File: src/rtl/tone_synth_pkg.sv
// Shared definitions for the tone synthesizer: waveform encoding, default
// parameter values and the I2S clock-divider arithmetic.
package tone_synth_pkg;

  typedef enum logic [1:0] {
    WAVE_SQUARE = 2'd0,
    WAVE_SAW    = 2'd1,
    WAVE_TRI    = 2'd2,
    WAVE_SILENT = 2'd3
  } wave_t;

  localparam int DEF_REF_CLK     = 18432000;
  localparam int DEF_SAMPLE_RATE = 48000;
  localparam int DEF_DATA_WIDTH  = 16;
  localparam int DEF_CH_NUM      = 4;
  localparam int DEF_ACC_WIDTH   = 16;

  // Master clocks per BCK half period.
  function automatic int calc_half(input int ref_clk, input int sample_rate, input int data_width);
    return ref_clk / (sample_rate * data_width * 4);
  endfunction

  // Master clocks per frame: two slots of data_width BCK periods each.
  function automatic int calc_frame_clks(input int half, input int data_width);
    return 2 * half * 2 * data_width;
  endfunction

  // Per-voice width that leaves headroom so the mix can never overflow.
  function automatic int calc_voice_width(input int data_width, input int ch_num);
    return data_width - $clog2(ch_num);
  endfunction

endpackage

File: src/rtl/tone_synth_i2s_voice.sv
// One synthesizer voice: phase accumulator plus waveform decode.
// Optional per-voice volume is enabled with TONE_SYNTH_VOLUME_EN.
module tone_voice
  import tone_synth_pkg::*;
#(
  parameter int ACC_WIDTH = DEF_ACC_WIDTH,
  parameter int VW        = DEF_DATA_WIDTH - 2
) (
  input  logic                 iCLK_18_4,
  input  logic                 iRST_N,
  input  logic                 frame_tick,
  input  logic                 en,
  input  logic [ACC_WIDTH-1:0] f,
  input  logic [1:0]           wave,
`ifdef TONE_SYNTH_VOLUME_EN
  input  logic [3:0]           vol,
`endif
  output logic signed [VW-1:0] value
);

  logic [ACC_WIDTH-1:0] phase_q;
  logic [VW-1:0]        top;
  logic [VW-2:0]        fold;
  logic [VW-1:0]        dbl;
  logic signed [VW-1:0] raw;

  // Advance the phase once per frame; a disabled voice restarts from zero.
  always_ff @(posedge iCLK_18_4 or negedge iRST_N) begin
    if (!iRST_N) begin
      phase_q <= '0;
    end else if (frame_tick) begin
      phase_q <= en ? phase_q + f : '0;
    end
  end

  if (ACC_WIDTH >= VW) begin : g_top
    assign top = phase_q[ACC_WIDTH-1 -: VW];
  end else begin : g_top_pad
    assign top = {phase_q, {(VW-ACC_WIDTH){1'b0}}};
  end

  // Decode the waveform from the top phase bits into a signed sample.
  always_comb begin
    fold = top[VW-1] ? ~top[VW-2:0] : top[VW-2:0];
    dbl  = {fold, 1'b0};
    raw  = '0;
    case (wave_t'(wave))
      WAVE_SQUARE: raw = top[VW-1] ? {1'b1, {(VW-1){1'b0}}} : {1'b0, {(VW-1){1'b1}}};
      WAVE_SAW:    raw = {~top[VW-1], top[VW-2:0]};
      WAVE_TRI:    raw = {~dbl[VW-1], dbl[VW-2:0]};
      default:     raw = '0;
    endcase
  end

`ifdef TONE_SYNTH_VOLUME_EN
  logic signed [VW+3:0] prod;

  // Scale by vol/16 with an arithmetic shift so negative samples stay negative.
  always_comb begin
    prod  = (VW+4)'(raw) * (VW+4)'($signed({1'b0, vol}));
    value = en ? VW'(prod >>> 4) : '0;
  end
`else
  // Full-amplitude output; a disabled voice contributes nothing.
  always_comb begin
    value = en ? raw : '0;
  end
`endif

endmodule

File: src/rtl/tone_synth_i2s.sv
// Multi-voice tone synthesizer with a left-justified I2S master transmitter.
// The mono mix is duplicated into both slots. Defining TONE_SYNTH_VOLUME_EN
// adds the per-voice ch_vol port.
module tone_synth_i2s
  import tone_synth_pkg::*;
#(
  parameter int REF_CLK     = DEF_REF_CLK,
  parameter int SAMPLE_RATE = DEF_SAMPLE_RATE,
  parameter int DATA_WIDTH  = DEF_DATA_WIDTH,
  parameter int CH_NUM      = DEF_CH_NUM,
  parameter int ACC_WIDTH   = DEF_ACC_WIDTH
) (
  input  logic                          iCLK_18_4,
  input  logic                          iRST_N,
  input  logic [CH_NUM-1:0]             ch_en,
  input  logic [CH_NUM*ACC_WIDTH-1:0]   ch_f,
  input  logic [CH_NUM*2-1:0]           ch_wave,
`ifdef TONE_SYNTH_VOLUME_EN
  input  logic [CH_NUM*4-1:0]           ch_vol,
`endif
  output logic                          oAUD_BCK,
  output logic                          oAUD_LRCK,
  output logic                          oAUD_DATA,
  output logic                          sample_strobe
);

  localparam int HALF = calc_half(REF_CLK, SAMPLE_RATE, DATA_WIDTH);
  localparam int VW   = calc_voice_width(DATA_WIDTH, CH_NUM);
  localparam int HCW  = (HALF > 1) ? $clog2(HALF) : 1;
  localparam int BCW  = $clog2(2 * DATA_WIDTH);

  logic [HCW-1:0]         half_cnt;
  logic [BCW-1:0]         bit_cnt;
  logic [BCW-1:0]         next_bit_cnt;
  logic [DATA_WIDTH-1:0]  shift_q;
  logic [DATA_WIDTH-1:0]  sample_q;
  logic                   half_done;
  logic                   fall_evt;
  logic                   frame_tick;
  logic signed [DATA_WIDTH-1:0] mix;
  logic signed [VW-1:0]   voice_val [CH_NUM];

  assign half_done  = (half_cnt == HCW'(HALF - 1));
  assign fall_evt   = half_done && oAUD_BCK;
  assign frame_tick = fall_evt && (bit_cnt == BCW'(2 * DATA_WIDTH - 1));
  assign oAUD_DATA  = shift_q[DATA_WIDTH-1];

  for (genvar i = 0; i < CH_NUM; i++) begin : g_voice
    tone_voice #(
      .ACC_WIDTH(ACC_WIDTH),
      .VW       (VW)
    ) u_voice (
      .iCLK_18_4 (iCLK_18_4),
      .iRST_N    (iRST_N),
      .frame_tick(frame_tick),
      .en        (ch_en[i]),
      .f         (ch_f[i*ACC_WIDTH +: ACC_WIDTH]),
      .wave      (ch_wave[i*2 +: 2]),
`ifdef TONE_SYNTH_VOLUME_EN
      .vol       (ch_vol[i*4 +: 4]),
`endif
      .value     (voice_val[i])
    );
  end

  // Sign-extended sum of all voices; voice width leaves room for CH_NUM terms.
  always_comb begin
    mix = '0;
    for (int i = 0; i < CH_NUM; i++) begin
      mix = mix + DATA_WIDTH'(voice_val[i]);
    end
  end

  // Bit counter wraps explicitly so non-power-of-two frames also work.
  always_comb begin
    next_bit_cnt = (bit_cnt == BCW'(2 * DATA_WIDTH - 1)) ? '0 : bit_cnt + 1'b1;
  end

  // Bit clock divider: toggle BCK every HALF master clocks.
  always_ff @(posedge iCLK_18_4 or negedge iRST_N) begin
    if (!iRST_N) begin
      half_cnt <= '0;
      oAUD_BCK <= 1'b0;
    end else if (half_done) begin
      half_cnt <= '0;
      oAUD_BCK <= ~oAUD_BCK;
    end else begin
      half_cnt <= half_cnt + 1'b1;
    end
  end

  // On each BCK falling event: advance slot position, update LRCK and shift data.
  always_ff @(posedge iCLK_18_4 or negedge iRST_N) begin
    if (!iRST_N) begin
      bit_cnt       <= '0;
      oAUD_LRCK     <= 1'b0;
      shift_q       <= '0;
      sample_q      <= '0;
      sample_strobe <= 1'b0;
    end else begin
      sample_strobe <= frame_tick;
      if (fall_evt) begin
        bit_cnt   <= next_bit_cnt;
        oAUD_LRCK <= (next_bit_cnt >= BCW'(DATA_WIDTH));
        if (frame_tick) begin
          shift_q  <= mix;
          sample_q <= mix;
        end else if (next_bit_cnt == BCW'(DATA_WIDTH)) begin
          shift_q <= sample_q;
        end else begin
          shift_q <= {shift_q[DATA_WIDTH-2:0], 1'b0};
        end
      end
    end
  end

endmodule

File: config.mk
export PLATFORM = sky130hd
export DESIGN_NAME = tone_synth_i2s
export DESIGN_NICKNAME = d
export VERILOG_FILES = /design/src/rtl/tone_synth_pkg.sv /design/src/rtl/tone_synth_i2s_voice.sv /design/src/rtl/tone_synth_i2s.sv
export SDC_FILE = /design/constraint.sdc
export NUM_CORES = 1
export LEC_CHECK = 0
export ABC_AREA = 1
export CAP_MARGIN = 20
export CORE_MARGIN = 2
export CORE_UTILIZATION = 60
export DETAILED_ROUTE_END_ITERATION = 12
export GPL_TIMING_DRIVEN = 1
export PLACE_DENSITY = 0.82
export SLEW_MARGIN = 5
export SYNTH_ARGS = -nofsm -noshare
export SYNTH_HDL_FRONTEND = slang
export SYNTH_SLANG_ARGS = --single-unit
export TNS_END_PERCENT = 50
File: constraint.sdc
create_clock -name iCLK_18_4 -period 5.1 [get_ports iCLK_18_4]
set_clock_uncertainty 0.05 [all_clocks]
set_input_delay 1.02 -clock iCLK_18_4 [delete_from_list [all_inputs] [get_ports iCLK_18_4]]
set_output_delay 1.02 -clock iCLK_18_4 [all_outputs]
set_load 0.01 [all_outputs]
==> flow_metrics.env, run 1 <==
export IMPL_io_buffers=81
export IMPL_grt_use_total_pct=30.4
export IMPL_hold_path_class="reg -> reg"
export IMPL_grt_ovfl_total=0
export IMPL_setup_viol=0
export IMPL_pre_cts_ws_ps=124
export IMPL_rsz0062_at_grt="no"
export IMPL_clock_latency_ps=380
export IMPL_post_route_util_pct=68.6
export IMPL_clockBufferDepth=2
export IMPL_arrival_ps=4850
export IMPL_slew_viol_final=0
export IMPL_wl_per_cell_um=14.5
export IMPL_yosys_top_cells_area="dfrtp_1, nand2_1, ha_1"
export IMPL_clkTransAtPathRegs_ps=80
export IMPL_path_cells="clkdlybuf4s50_1 > inv_1 > nor2_1 > buf_4 > o21ai_0 > o221ai_1 > nand2_1 > fa_1 > inv_1 > fa_1 > ha_1 > nand2_1 > nor2_1 > nand3_1 > nand3_1 > nand2_1 > inv_1 > nor2_1 > nor2_1 > nor2_1"
export IMPL_final_antenna_net_count=0
export IMPL_tns_ps=0
export IMPL_worstSetupEndpointType="register"
export IMPL_cts_tree="done"
export IMPL_status="finished clean"
export IMPL_p_leak_nw=6.08
export IMPL_via_per_inst=5.54
export IMPL_critPathSlowestCell="clkdlybuf4s50_1"
export IMPL_hold_end="sample_q[0]"
export IMPL_start_util_pct=60.7
export IMPL_first_pass_iters=5
export IMPL_cp_required_ps=5330
export IMPL_cts_root_buf="clkbuf_16"
export IMPL_grt_max_degree=71
export IMPL_diodes=0
export IMPL_first_global_vias=9697
export IMPL_whs_path_depth=2
export IMPL_vdd_drop_max_uv=173
export IMPL_fin_ws_ps=476
export IMPL_htree_levels=3
export IMPL_reg2reg_from="g_voice[1].u_voice.phase_q[15]"
export IMPL_criticalPathCategory="in -> reg"
export IMPL_max_freq_mhz=216
export IMPL_cts_buffers=9
export IMPL_final_cells=1845
export IMPL_synth_cell_types=47
export IMPL_synth_top_area_share_pct=25.8
export IMPL_yosysSeqAreaShare_pct=25.8
export IMPL_drive_above_1_share_pct=4.20
export IMPL_relSlewSlack_pct=41.3
export IMPL_nets=1804
export IMPL_critPathMostFrequentCell="nor2_1"
export IMPL_hold_path_startpoint="sample_q[0]"
export IMPL_hold_viol_final=0
export IMPL_period_minus_slack_ps=4620
export IMPL_syn_nets=1733
export IMPL_cts_resized=0
export IMPL_hold_buffers=0
export IMPL_critical_path_peak_fanout=8
export IMPL_tightest_slew_ps=880
export IMPL_startpoint_type="primary input"
export IMPL_cts_setup_buffers=0
export IMPL_syn_to_final_growth_pct=13.0
export IMPL_grt_pass1_wl_um=45300
export IMPL_drt_iter0_drc=921
export IMPL_crit_buf_inv=5
export IMPL_hpwl_um=20800
export IMPL_rows=48
export IMPL_cap_violations=0
export IMPL_period_share_pct=90.7
export IMPL_place_congestion=0.923
export IMPL_syn_avg_cell_area_um2=6.73
export IMPL_r2r_slack_ps=990
export IMPL_yosysWarnings=0
export IMPL_ios=82
export IMPL_synth_largest_area_cell="dfrtp_1"
export IMPL_routed_wirelength_um=26800
export IMPL_antenna_found_initial=0
export IMPL_dp_cells=1829
export IMPL_synth_cells=1544
export IMPL_clock_sinks=107
export IMPL_netlist_area_um2=10400
export IMPL_drc=0
export IMPL_p_per_area_nw_per_um2=181
export IMPL_die_w_um=136
export IMPL_die_area_um2=18400
export IMPL_ys_seq_elements=107
export IMPL_num_vias=10225
export IMPL_worstRegToRegCells=16
export IMPL_coreArea_um2=17100
export IMPL_critPathMaxStageDelay_ps=550
export IMPL_cp_top_family="adder cells"
export IMPL_r2r_end="shift_q[15]"
export IMPL_die_y_um=136
cell usage in the layout, fill, tap and decap left out, types with 21 or more instances in the layout:
master             n
ha_1              78
nand3_1          122
o21ai_0           95
nand2_1          468
dfrtp_1          107
a21oi_1          131
clkdlybuf4s50_1   80
inv_1            199
buf_4             21
fa_1              33
nor2_1           107
flip-flops by register name, indices dropped and copies added, names as in the netlist:
name and cells:
oAUD_BCK 1, g_voice.u_voice.phase_q 64, oAUD_LRCK 1, half_cnt 3
sample_q 16, sample_strobe 1, shift_q 16, bit_cnt 5
cell usage after synthesis, drive strengths merged:
library cell and instances:
nor3 2, a31oi 20, nand3 123, o221ai 1, a221oi 5, a22o 8, fa 33, xnor2 11
a21oi 134, dfrtp 107, ha 78, nand3b 17, a32oi 8, nand2 471, a211oi 1, o22ai 12
nor2 116, xor2 2, o21ai 110, nand4 5, or2 7, inv 205, o21bai 3, a21boi 5
o21a 9, clkinv 1, clkbuf 26, buf 15, and2 3, a21o 1, a22oi 2, o211ai 3
per-stage QoR:
stage | area [um^2] | hold WS (ps) | power [mW]
2_1_floorplan | 10400 | 388 | 1.21
6_report | 11700 | 432 | 2.13
3_3_place_gp | 11400 | 404 | 1.38
4_1_cts | 11700 | 432 | 2.13
3_5_place_dp | 11400 | 414 | 1.39
5_1_grt | 11700 | 457 | 2.24
kinds of logic (layout without fill, tap and decap cells):
logic type | Yosys count | in the layout | synth area share (%)
AND/OR/NAND/NOR | 744 | 744 | 30.6
flip-flops | 107 | 107 | 25.8
adder cells (fa/ha/maj) | 111 | 111 | 15.7
XOR/XNOR | 13 | 13 | 1.10
buffers and inverters | 247 | 323 | 9.41
AO/OA/AOI/OAI | 322 | 322 | 17.4
report_power, final:
part | internal, mW | leakage [nW] | total, mW | switching, mW
clock | 0.356 | 0.152 | 0.750 | 0.394
sequential | 0.852 | 1.07 | 0.856 | 0.00399
combinational | 0.214 | 4.86 | 0.521 | 0.307
total | 1.42 | 6.08 | 2.13 | 0.705
worst max-delay path by stage:
stage	end	from	cells past startpoint
detailed placement	shift_q[9]	ch_wave[4]	21
finish	shift_q[11]	ch_wave[3]	20
CTS	shift_q[11]	ch_wave[3]	20
global route	shift_q[15]	ch_wave[1]	21
floorplan	shift_q[15]	ch_en[2]	18
global placement	shift_q[11]	ch_wave[3]	20
layout make-up:
type / instances / area [um^2]
Tap cell: 225 / 282
Clock inverter: 7 / 83.8
Fill cell: 1537 / 5370
Inverter: 206 / 778
Clock buffer: 9 / 225
Timing Repair Buffer: 101 / 958
Multi-Input combinational cell: 1190 / 6740
Sequential cell: 107 / 2680
worst register-to-register path: cells and delay by family (launching register included):
family	cells	cell delay, ps
AOI/OAI and AO/OA	4	920
adders and majority gates	3	1480
and+or+nand+nor	6	440
DFF	1	690
buffers and inverters	3	470
metal layers:
metal / GRT usage (%) / routed length (um) / vias to the layer above
li1: - / - / 5218
met1: 40.2 / 12200 / 4674
met2: 51.1 / 12600 / 275
met3: 4.23 / 1280 / 58
met4: 10.9 / 679 / 0
met5: 0 / 0 / -
(Power assumes the default switching activity.)
==> inputs of run 2 (changes only) <==
--- a/config.mk
+++ b/config.mk
@@ -7,12 +7,14 @@
 export LEC_CHECK = 0
 export ABC_AREA = 1
 export CAP_MARGIN = 20
+export CELL_PAD_IN_SITES_DETAIL_PLACEMENT = 1
+export CELL_PAD_IN_SITES_GLOBAL_PLACEMENT = 2
 export CORE_MARGIN = 2
-export CORE_UTILIZATION = 60
+export CORE_UTILIZATION = 34
 export DETAILED_ROUTE_END_ITERATION = 12
 export GPL_TIMING_DRIVEN = 1
-export PLACE_DENSITY = 0.82
-export SLEW_MARGIN = 5
+export PLACE_DENSITY_LB_ADDON = 0.1
+export SLEW_MARGIN = 20
 export SYNTH_ARGS = -nofsm -noshare
 export SYNTH_HDL_FRONTEND = slang
 export SYNTH_SLANG_ARGS = --single-unit
==> flow_metrics.env, run 2 (same netlist as run 1, synthesis figures left out) <==
export IMPL_rsz0062_at_grt="no"
export IMPL_regMostFlops="g_voice.u_voice.phase_q"
export IMPL_tns_ps=0
export IMPL_drive_above_1_share_pct=4.61
export IMPL_largest_registers="g_voice.u_voice.phase_q (64), sample_q (16), shift_q (16)"
export IMPL_startpoint_type="primary input"
export IMPL_clockBufferDepth=2
export IMPL_htree_levels=3
export IMPL_critPathLaunch="ch_wave[1]"
export IMPL_final_common_cell="nand2_1"
export IMPL_period_minus_slack_ps=4680
export IMPL_critical_path_peak_fanout=10
export IMPL_clock_sinks=107
export IMPL_start_util_pct=34.3
export IMPL_final_cells=2023
export IMPL_reg2reg_from="g_voice[0].u_voice.phase_q[15]"
export IMPL_cp_top_family="adder cells"
export IMPL_relSlewSlack_pct=49.9
export IMPL_hold_path_class="reg -> reg"
export IMPL_slew_viol_final=0
export IMPL_num_vias=10149
export IMPL_criticalPathCategory="in -> reg"
export IMPL_p_per_area_nw_per_um2=177
export IMPL_path_cells="clkdlybuf4s50_1 > inv_1 > nor2_2 > a32oi_1 > a21oi_1 > fa_1 > fa_1 > ha_1 > nand2_1 > nor2_1 > nand2_1 > nand3_1 > nand2_1 > nand3_1 > nand3_1 > a21oi_1"
export IMPL_worstSetupEndpointType="register"
export IMPL_hpwl_um=26600
export IMPL_grt_max_degree=61
export IMPL_routed_wirelength_um=32800
export IMPL_coreArea_um2=30300
export IMPL_place_congestion=0.826
export IMPL_rows=64
export IMPL_hold_ws_ps=423
export IMPL_worstRegToRegCells=14
export IMPL_cp_required_ps=5360
export IMPL_first_global_vias=10422
export IMPL_setup_viol=0
export IMPL_die_y_um=179
export IMPL_power_total_mw=2.12
export IMPL_final_cell_mix="nand2_1, inv_1, a21oi_1"
export IMPL_grt_use_total_pct=21.6
export IMPL_cts_tree="done"
export IMPL_clock_latency_ps=380
export IMPL_r2r_slack_ps=740
export IMPL_cts_resized=0
export IMPL_diodes=0
export IMPL_critPathMaxStageDelay_ps=520
export IMPL_status="finished clean"
export IMPL_grt_ovfl_total=0
export IMPL_grt_pass1_wl_um=54300
export IMPL_die_w_um=179
export IMPL_path_depth=16
export IMPL_drt_iter0_drc=415
export IMPL_dp_cells=2007
export IMPL_r2r_end="shift_q[14]"
export IMPL_largest_register_ffs=64
export IMPL_cts_root_buf="clkbuf_16"
export IMPL_critPathSlowestCell="clkdlybuf4s50_1"
export IMPL_drc=0
export IMPL_syn_to_final_growth_pct=15.6
export IMPL_tightest_slew_ps=750
export IMPL_final_antenna_net_count=0
export IMPL_cts_setup_buffers=0
export IMPL_max_freq_mhz=214
export IMPL_antenna_found_initial=0
export IMPL_io_buffers=81
export IMPL_p_leak_nw=6.11
export IMPL_die_area_um2=32000
export IMPL_via_per_inst=5.02
export IMPL_vdd_drop_max_uv=170
export IMPL_first_pass_iters=4
export IMPL_period_share_pct=91.8
export IMPL_nets=1811
export IMPL_wl_per_cell_um=16.2
export IMPL_cts_buffers=9
export IMPL_clkTransAtPathRegs_ps=80
export IMPL_hold_buffers=0
export IMPL_crit_path_end="shift_q[14]"
export IMPL_cap_violations=0
export IMPL_crit_buf_inv=2
export IMPL_hold_viol_final=0
export IMPL_arrival_ps=4940
export IMPL_n_fill_cell=3936
export IMPL_ios=82
## run 2: report_power, final
part / internal (mW) / switching [mW] / total (mW)
sequential: 0.852 / 0.00396 / 0.855
clock: 0.354 / 0.371 / 0.725
combinational: 0.219 / 0.324 / 0.544
total: 1.42 / 0.700 / 2.12
## run 2: worst min-delay path by stage
stage	from	endpoint	cells after the start
after floorplan	sample_q[0]	sample_q[0]	2
after global placement	sample_q[0]	sample_q[0]	2
after detailed placement	sample_q[0]	sample_q[0]	2
after CTS	sample_q[0]	sample_q[0]	2
after global routing	sample_q[0]	sample_q[0]	2
final	sample_q[0]	sample_q[0]	2
## run 2: metrics by stage
stage	util, %	setup WS (ps)	area [um^2]
2_1_floorplan	-	994	10400
3_3_place_gp	38.6	109	11700
3_5_place_dp	38.6	18.9	11700
4_1_cts	39.6	441	12000
5_1_grt	39.6	136	12000
6_report	39.6	418	12000
## run 2: tightest hold or removal path: stages, from the launching register on
cell and delay, ps:
dfrtp_1 330, nand2_1 50, nand2_1 60
## run 2: area by class of cell
cell class	count	area [um^2]	share of cell area [%]
clock buffers	10	239	1.99
multi-input cells	1190	6740	56.1
clock inverters	6	60.1	0.500
repair buffers	108	1020	8.52
flip-flops and latches	107	2680	22.3
inverters	206	778	6.48
well taps	396	495	4.12
## run 2: per-layer routing
metal  up-vias  share of wire (%)  GRT usage [%]
met5         -                  0              0
met3        15                1.9           2.50
met4         0                1.1           4.78
met1      4830                 50           29.7
met2        82                 47           36.1
li1       5222                  -              -
==> inputs of run 3 (changes only) <==
==> constraint.sdc (replaced) <==
create_clock -name iCLK_18_4 -period 5.3 [get_ports iCLK_18_4]
set_clock_uncertainty 0.05 [all_clocks]
set_input_delay 1.06 -clock iCLK_18_4 [delete_from_list [all_inputs] [get_ports iCLK_18_4]]
set_output_delay 1.06 -clock iCLK_18_4 [all_outputs]
set_load 0.01 [all_outputs]
==> flow_metrics.env, run 3 (same netlist as run 1, synthesis figures left out) <==
export IMPL_status="finished clean"
export IMPL_cap_violations=0
export IMPL_clock_sinks=107
export IMPL_io_buffers=81
export IMPL_cts_setup_buffers=0
export IMPL_rsz0062_at_grt="no"
export IMPL_worstSetupEndpointType="register"
export IMPL_vdd_drop_max_uv=145
export IMPL_drive_above_1_share_pct=4.07
export IMPL_via_per_inst=5.06
export IMPL_cts_buffers=9
export IMPL_relSlewSlack_pct=48.3
export IMPL_criticalPathCategory="in -> reg"
export IMPL_combPwrFrac_pct=25.6
export IMPL_tightest_slew_ps=774
export IMPL_grt_pass1_wl_um=53300
export IMPL_antenna_found_initial=0
export IMPL_ios=82
export IMPL_drc=0
export IMPL_place_congestion=0.806
export IMPL_arrival_ps=4960
export IMPL_final_antenna_net_count=0
export IMPL_cts_tree="done"
export IMPL_die_y_um=179
export IMPL_final_common_cell="nand2_1"
export IMPL_n_fill_cell=3927
export IMPL_switching_share_pct=33.1
export IMPL_num_vias=10202
export IMPL_rows=64
export IMPL_cp_required_ps=5510
export IMPL_first_pass_iters=4
export IMPL_wl_per_cell_um=16.0
export IMPL_cts_resized=0
export IMPL_slew_viol_final=0
export IMPL_clock_latency_ps=370
export IMPL_first_global_vias=10389
export IMPL_final_cell_mix="nand2_1, inv_1, a21oi_1"
export IMPL_grt_ovfl_total=0
export IMPL_grt_max_degree=61
export IMPL_diodes=0
export IMPL_placed_area_um2=11700
export IMPL_post_route_util_pct=39.3
export IMPL_coreArea_um2=30300
export IMPL_hold_buffers=0
export IMPL_largest_register_ffs=64
export IMPL_period_minus_slack_ps=4740
export IMPL_hold_path_class="reg -> reg"
export IMPL_htree_levels=3
export IMPL_clkPwrFrac_pct=33.8
export IMPL_tns_ps=0
export IMPL_hold_viol_final=0
export IMPL_internal_power_mw=1.36
export IMPL_die_area_um2=32000
export IMPL_nets=1804
export IMPL_max_freq_mhz=211
export IMPL_setup_viol=0
export IMPL_fin_area_um2=11900
export IMPL_cts_root_buf="clkbuf_16"
export IMPL_startpoint_type="primary input"
export IMPL_p_switching_uw=671
export IMPL_die_w_um=179
export IMPL_grt_use_total_pct=21.0
export IMPL_seqPwrFrac_pct=40.6
export IMPL_period_share_pct=89.5
export IMPL_clockBufferDepth=2
export IMPL_drt_iter0_drc=418
export IMPL_regMostFlops="g_voice.u_voice.phase_q"
export IMPL_p_leak_nw=6.07
export IMPL_p_per_area_nw_per_um2=170
export IMPL_critical_path_peak_fanout=7
export IMPL_largest_registers="g_voice.u_voice.phase_q (64), sample_q (16), shift_q (16)"
export IMPL_hpwl_um=26000
export IMPL_routed_wirelength_um=32300
export IMPL_syn_to_final_growth_pct=14.9
export IMPL_clkTransAtPathRegs_ps=80
export IMPL_start_util_pct=34.3
run 3: final timing paths:
check | startpoint | end | slack (ps) | depth (start not counted)
worst max-delay path | ch_wave[4] | shift_q[9] | 560 | 21
worst min-delay path | sample_q[0] | sample_q[0] | 430 | 2
worst max register to register | g_voice[0].u_voice.phase_q[15] | shift_q[11] | 860 | 16
worst min register to register | sample_q[0] | sample_q[0] | 430 | 2
max in group asynchronous | iRST_N | g_voice[1].u_voice.phase_q[8] | 3750 | 2
min in group asynchronous | iRST_N | g_voice[0].u_voice.phase_q[12] | 670 | 1
run 3: final cells by class:
type | instances | area, um^2 | share of cell area (%)
inverters | 206 | 778 | 6.52
repair buffers | 101 | 971 | 8.13
multi-input cells | 1190 | 6740 | 56.4
clock inverters | 5 | 45.0 | 0.377
clock buffers | 11 | 233 | 1.95
flip-flops and latches | 107 | 2680 | 22.4
well taps | 396 | 495 | 4.15
run 3: stage by stage:
stage	hold WS (ps)	setup slack, ps	power, mW	std cells
after floorplan	388	1150	1.16	1544
after global placement	403	213	1.35	2000
after detailed placement	415	104	1.36	2000
after CTS	437	504	2.06	2016
after global routing	456	82.2	2.15	2016
final	431	556	2.03	2016
run 3: metal layers:
metal  track usage [%]  wire length, um
met5                 0                0
met1              28.5            16100
met2              35.9            15200
met3              2.69              669
met4              3.76              285
run 3: power groups by stage:
stage	clock network, mW	logic [mW]	registers [mW]
2_1_floorplan	0	0.323	0.839
3_5_place_dp	0	0.524	0.839
5_1_grt	0.737	0.593	0.824
4_1_cts	0.713	0.527	0.823
6_report	0.685	0.519	0.823
3_3_place_gp	0	0.515	0.839
run 3: worst max-delay path, stage by stage:
cell and delay (ps):
clkdlybuf4s50_1 490, inv_1 110, nand2_1 80, nor2_1 230, clkinv_1 250, a31oi_1 330, fa_1 430, inv_1 80
fa_1 410, inv_1 70, ha_1 240, fa_1 260, nand2_1 100, a21oi_1 310, nand2_1 120, nand2_1 80
nand2_1 50, nand3_1 80, nand2_1 60, nand2_1 60, nand2_1 70
